$ cat config.mk
export PLATFORM = sky130hd
export DESIGN_NAME = wb_port_arbiter
export DESIGN_NICKNAME = d
export VERILOG_FILES = /design/src/rtl/wb_port_arbiter.sv
export SDC_FILE = /design/constraint.sdc
export NUM_CORES = 1
export LEC_CHECK = 0
export ABC_AREA = 1
export CORE_MARGIN = 2
export CORE_UTILIZATION = 35
export DETAILED_ROUTE_END_ITERATION = 10
export GPL_ROUTABILITY_DRIVEN = 0
export GPL_TIMING_DRIVEN = 0
export PLACE_DENSITY = 0.69
export SLEW_MARGIN = 20
export SYNTH_ARGS = -nofsm -noshare
export SYNTH_HDL_FRONTEND = slang
export SYNTH_SLANG_ARGS = --single-unit
$ cat constraint.sdc
create_clock -name clk -period 5.58 [get_ports clk]
set_input_delay 1.116 -clock clk [delete_from_list [all_inputs] [get_ports clk]]
set_output_delay 1.116 -clock clk [all_outputs]
set_load 0.02 [all_outputs]
$ cat src/rtl/wb_port_arbiter.sv
// Writeback-stage owner of the single register-file write port: round-robin
// between ALU and load results, x0/flush suppression, and ECALL sequencing.
module wb_port_arbiter #(
    parameter int REGBITS = 5,
    parameter int LOGSIZE = 64
) (
    input  logic               clk,
    input  logic               rst,
    input  logic               alu_valid,
    input  logic [REGBITS-1:0] alu_rd,
    input  logic [LOGSIZE-1:0] alu_data,
    output logic               alu_ready,
    input  logic               mem_valid,
    input  logic [REGBITS-1:0] mem_rd,
    input  logic [LOGSIZE-1:0] mem_data,
    output logic               mem_ready,
    input  logic               wb_flush,
    input  logic               ecall_req,
    input  logic [31:0]        ecall_pc,
    output logic               ecall_start,
    input  logic               ecall_done,
    input  logic [LOGSIZE-1:0] ecall_result,
    output logic               rf_we,
    output logic [REGBITS-1:0] rf_rd,
    output logic [LOGSIZE-1:0] rf_data,
    output logic               ecall_flush,
    output logic [31:0]        pc_after_flush,
    output logic               busy,
    output logic [31:0]        wb_count
);

    typedef enum logic {IDLE, ECALL_WAIT} state_t;
    typedef enum logic {GRANT_ALU, GRANT_MEM} grant_t;

    localparam logic [REGBITS-1:0] A0_REG = REGBITS'(10);

    state_t             state;
    state_t             state_next;
    grant_t             last_grant;
    logic [31:0]        latched_pc;

    logic               grant_alu;
    logic               grant_mem;
    logic               ecall_accept;
    logic               ecall_finish;
    logic               xfer;
    logic [REGBITS-1:0] sel_rd;
    logic [LOGSIZE-1:0] sel_data;
    logic               commit;

    // Handshake: a source transfers in a cycle where its valid and ready are
    // both high; ready is only raised for a source that is offering (valid=1),
    // and valid/payload must be held stable by the source until it transfers.
    always_comb begin
        state_next   = state;
        grant_alu    = 1'b0;
        grant_mem    = 1'b0;
        ecall_accept = 1'b0;
        ecall_finish = 1'b0;
        case (state)
            IDLE: begin
                if (ecall_req) begin
                    if (!wb_flush) begin
                        ecall_accept = 1'b1;
                        state_next   = ECALL_WAIT;
                    end
                end else begin
                    grant_mem = mem_valid && (!alu_valid || last_grant == GRANT_ALU);
                    grant_alu = alu_valid && !grant_mem;
                end
            end
            ECALL_WAIT: begin
                if (ecall_done) begin
                    ecall_finish = 1'b1;
                    state_next   = IDLE;
                end
            end
            default: state_next = IDLE;
        endcase
    end

    assign alu_ready = grant_alu;
    assign mem_ready = grant_mem;
    assign busy      = (state != IDLE);

    assign xfer     = grant_alu || grant_mem;
    assign sel_rd   = grant_mem ? mem_rd   : alu_rd;
    assign sel_data = grant_mem ? mem_data : alu_data;
    // Writes to x0 are architecturally discarded, so they never reach the port.
    assign commit   = xfer && !wb_flush && (sel_rd != '0);

    always_ff @(posedge clk or posedge rst) begin
        if (rst) begin
            state <= IDLE;
        end else begin
            state <= state_next;
        end
    end

    always_ff @(posedge clk or posedge rst) begin
        if (rst) begin
            last_grant <= GRANT_ALU;
        end else if (grant_mem) begin
            last_grant <= GRANT_MEM;
        end else if (grant_alu) begin
            last_grant <= GRANT_ALU;
        end
    end

    always_ff @(posedge clk or posedge rst) begin
        if (rst) begin
            latched_pc  <= '0;
            ecall_start <= 1'b0;
            ecall_flush <= 1'b0;
        end else begin
            ecall_start <= ecall_accept;
            ecall_flush <= ecall_finish;
            if (ecall_accept) begin
                latched_pc <= ecall_pc;
            end
        end
    end

    // rf_rd/rf_data keep their last written value while rf_we is low.
    always_ff @(posedge clk or posedge rst) begin
        if (rst) begin
            rf_we          <= 1'b0;
            rf_rd          <= '0;
            rf_data        <= '0;
            pc_after_flush <= '0;
            wb_count       <= '0;
        end else begin
            rf_we <= 1'b0;
            if (ecall_finish) begin
                rf_we          <= 1'b1;
                rf_rd          <= A0_REG;
                rf_data        <= ecall_result;
                pc_after_flush <= latched_pc + 32'd4;
                wb_count       <= wb_count + 32'd1;
            end else if (commit) begin
                rf_we    <= 1'b1;
                rf_rd    <= sel_rd;
                rf_data  <= sel_data;
                wb_count <= wb_count + 32'd1;
            end
        end
    end

endmodule

==> impl_metrics.toml <==
[grt]
use_met2 = 0.4816
antenna_found_initial = 1
grt_use_total = 0.2736
use_met3 = 0.05074
overflow = 0
grt_pass1_wl_mm = 59.80
first_global_vias = 10480
grt_max_degree = 33
grt_most_used_layer = "met2"
met1_usage = 0.3528

[run]
maxCapViolations = 0

[die]
die_h_um = 169.0
ios = 380
core_sq_um = 26880
num_rows = 60
die_area_sq_um = 28560
start_util = 0.3546
fp.dieW_um = 169.0

[logic_synthesis]
syn_inst = 1390
ys_warn_count = 0
async_flop_share = 1.000
yosysTopAreaCellShare = 0.4464
yosysTopAreaCell = "dfrtp_1"
syn_area_sq_um = 9529
ys_ff_latch = 170
synth.net_count = 1633
yosysUniqueCellTypes = 25
ys.flop_type = "dfrtp_1"
yosys-top-cells-area = "dfrtp_1 (45%), nand2_1 (24%), nor2_1 (6.7%)"
avgSynthCellArea_sq_um = 6.855
ys_seq_area_frac = 0.4464
synth_edf_count = 0

[place]
portBuffers = 379
hpwl_mm = 31.41
placed_area_sq_um = 13890

[sta]
rsz0062_at_grt = "no"
fin_crit_sh = 0.8332
finalClockSkew_ns = 0.01666
hold_violations = 0
worstMarginPinSlew_ns = 0.8783
finalCriticalPeriod_ns = 4.649
tns_ns = 0
drv_slew = 0
timing.slew.headroom = 0.4145
setup_viol = 0
max_freq_ghz = 0.2151

[critical_path]
max_stage_delay_ns = 0.75
reg2reg_depth = 6
crit_type = "primary input to output pin"
path_max_fanout = 10
cp_cell_sequence = "clkdlybuf4s50_1, nor2_4, inv_2, nor2_1, clkbuf_1, clkdlybuf4s50_1"
worst_setup_path_start_kind = "primary input"
cp_num_cells = 6
critical-path-top-delay-family = "buffers and inverters"
slowest_stage = "clkdlybuf4s50_1"
crit_arrival_ns = 3.53
critPathMostFrequentCell = "clkdlybuf4s50_1"
worst-path-buf-inv = 4
crit_path_end_kind = "output pin"
worstPathRequired_ns = 4.46

[drt]
drt_wl_total_mm = 39.74
wl_per_cell_um = 18.50
first_iter_violations = 974
vias_per_cell = 5.115
ant_nets = 0
vias = 10990
drc = 0
first_pass_iters = 5

[finish]
fin_nets = 2037
drive_above_1_share = 0.04261
syn_to_final_growth_pct = 52.06
diodes = 0
layout.area.seq_sq_um = 4254
fin_area_sq_um = 14490
multi_input_area_sq_um = 4700
nFillCells = 2556

[power_and_ir_drop]
p_per_area_nw_per_um2 = 325.4
power_leakage_nw = 6.567
peakVddDrop_v = 0.0002139

[clocking]
cts_sinks = 170
cts-hold-fix-buffers = 0
ctsResizeCount = 0
clk_path_buf_depth = 2
worstSkewPairLatency_ns = 0.43
h-tree-depth = 4
cts_root_buf = "clkbuf_16"
cts_setup_buffers = 0
numCtsBuffers = 17
clk_pin_slew_worst_paths_ns = 0.07
cts_tree = "yes"

[worst_hold_path]
min-delay-path-class = "flop to flop"
min_path_cells = 2

[status]
status = "completed"
where the power goes:
group	internal (mW)	switching (mW)	total (mW)	leakage [nW]
clock	0.644	0.579	1.22	0.286
combinational	0.789	0.962	1.75	4.15
sequential	1.52	0.221	1.74	2.13
cell type report:
type | count | area share
buffer | 72 | 0.02288
inverter | 65 | 0.01710
multi-input combinational | 1083 | 0.3243
clock buffer | 17 | 0.02936
timing repair buffer | 385 | 0.2711
clock inverter | 15 | 0.01218
sequential | 170 | 0.2936
tap | 341 | 0.02944
sequential cells by signal, summed over array words and instances (netlist names):
register        count
latched_pc         32
pc_after_flush     32
wb_count           32
ecall_flush         1
rf_data            64
ecall_start         1
rf_we               1
rf_rd               5
busy                1
last_grant          1
metal layers:
layer,share of wire,wire (um)
met1,0.43,16950
met2,0.48,19260
met3,0.076,3016
met4,0.013,507
met5,0.00020,8
metrics by stage:
step | instances | worst slack [ns] | total power, mW | hold WS, ns | util
2_1_floorplan | 1390 | 2.295 | 2.534 | 0.4417 | -
3_3_place_gp | 2110 | 0.7664 | 3.467 | 0.4543 | 0.5117
3_5_place_dp | 2116 | 0.8873 | 3.502 | 0.4573 | 0.5168
4_1_cts | 2148 | 0.8766 | 4.732 | 0.4750 | 0.5392
5_1_grt | 2148 | 0.7590 | 4.943 | 0.4924 | 0.5392
6_report | 2148 | 0.9306 | 4.715 | 0.4732 | 0.5392
worst paths after layout:
kind                             start           to  slack [ns]
max                          ecall_req    mem_ready        0.93
min                        rf_data[38]  rf_data[38]        0.47
max reg2reg                       busy   rf_data[8]        3.00
min reg2reg                rf_data[38]  rf_data[38]        0.47
max in group asynchronous          rst  wb_count[9]        3.51
min in group asynchronous          rst  rf_data[21]        0.99
logic make-up (layout without fill, tap and decap cells):
group,count (synthesis),count (layout),share of synthesized area
buf+inv,137,554,0.06040
compound gates,126,126,0.07655
fa+ha+maj,2,2,0.002626
flops,170,170,0.4464
xor+xnor,15,15,0.01379
simple gates,940,940,0.4002
worst min-delay path: cells and delay by family, from the launching register on:
kind / cells / cell delay (ns)
flops: 1 / 0.35
simple gates: 2 / 0.10
synthesized netlist by cell type, types with 2 or more instances:
cell / instances
nand3b_1: 17
inv_2: 3
buf_2: 25
nand4_1: 10
nand2_1: 604
ha_1: 2
a21oi_1: 7
buf_1: 10
buf_6: 2
nand3_2: 2
xnor2_1: 4
xor2_1: 11
dfrtp_1: 170
buf_4: 4
nor3_1: 12
o21ai_0: 41
inv_1: 61
a31oi_1: 77
nor2_1: 170
nand3_1: 123
clkbuf_1: 31
layout by cell type, fill, tap and decap left out, types with 12 or more instances in the layout:
cell type        instances
buf_2                   25
nand3_1                123
a31oi_1                 77
clkbuf_16               17
clkdlybuf4s50_1        379
nor3_1                  12
nand3b_1                17
inv_1                   60
o21ai_0                 41
clkbuf_1                31
dfrtp_1                170
nand2_1                604
nor2_1                 170
No activity file was read; power rests on OpenSTA's default activity.
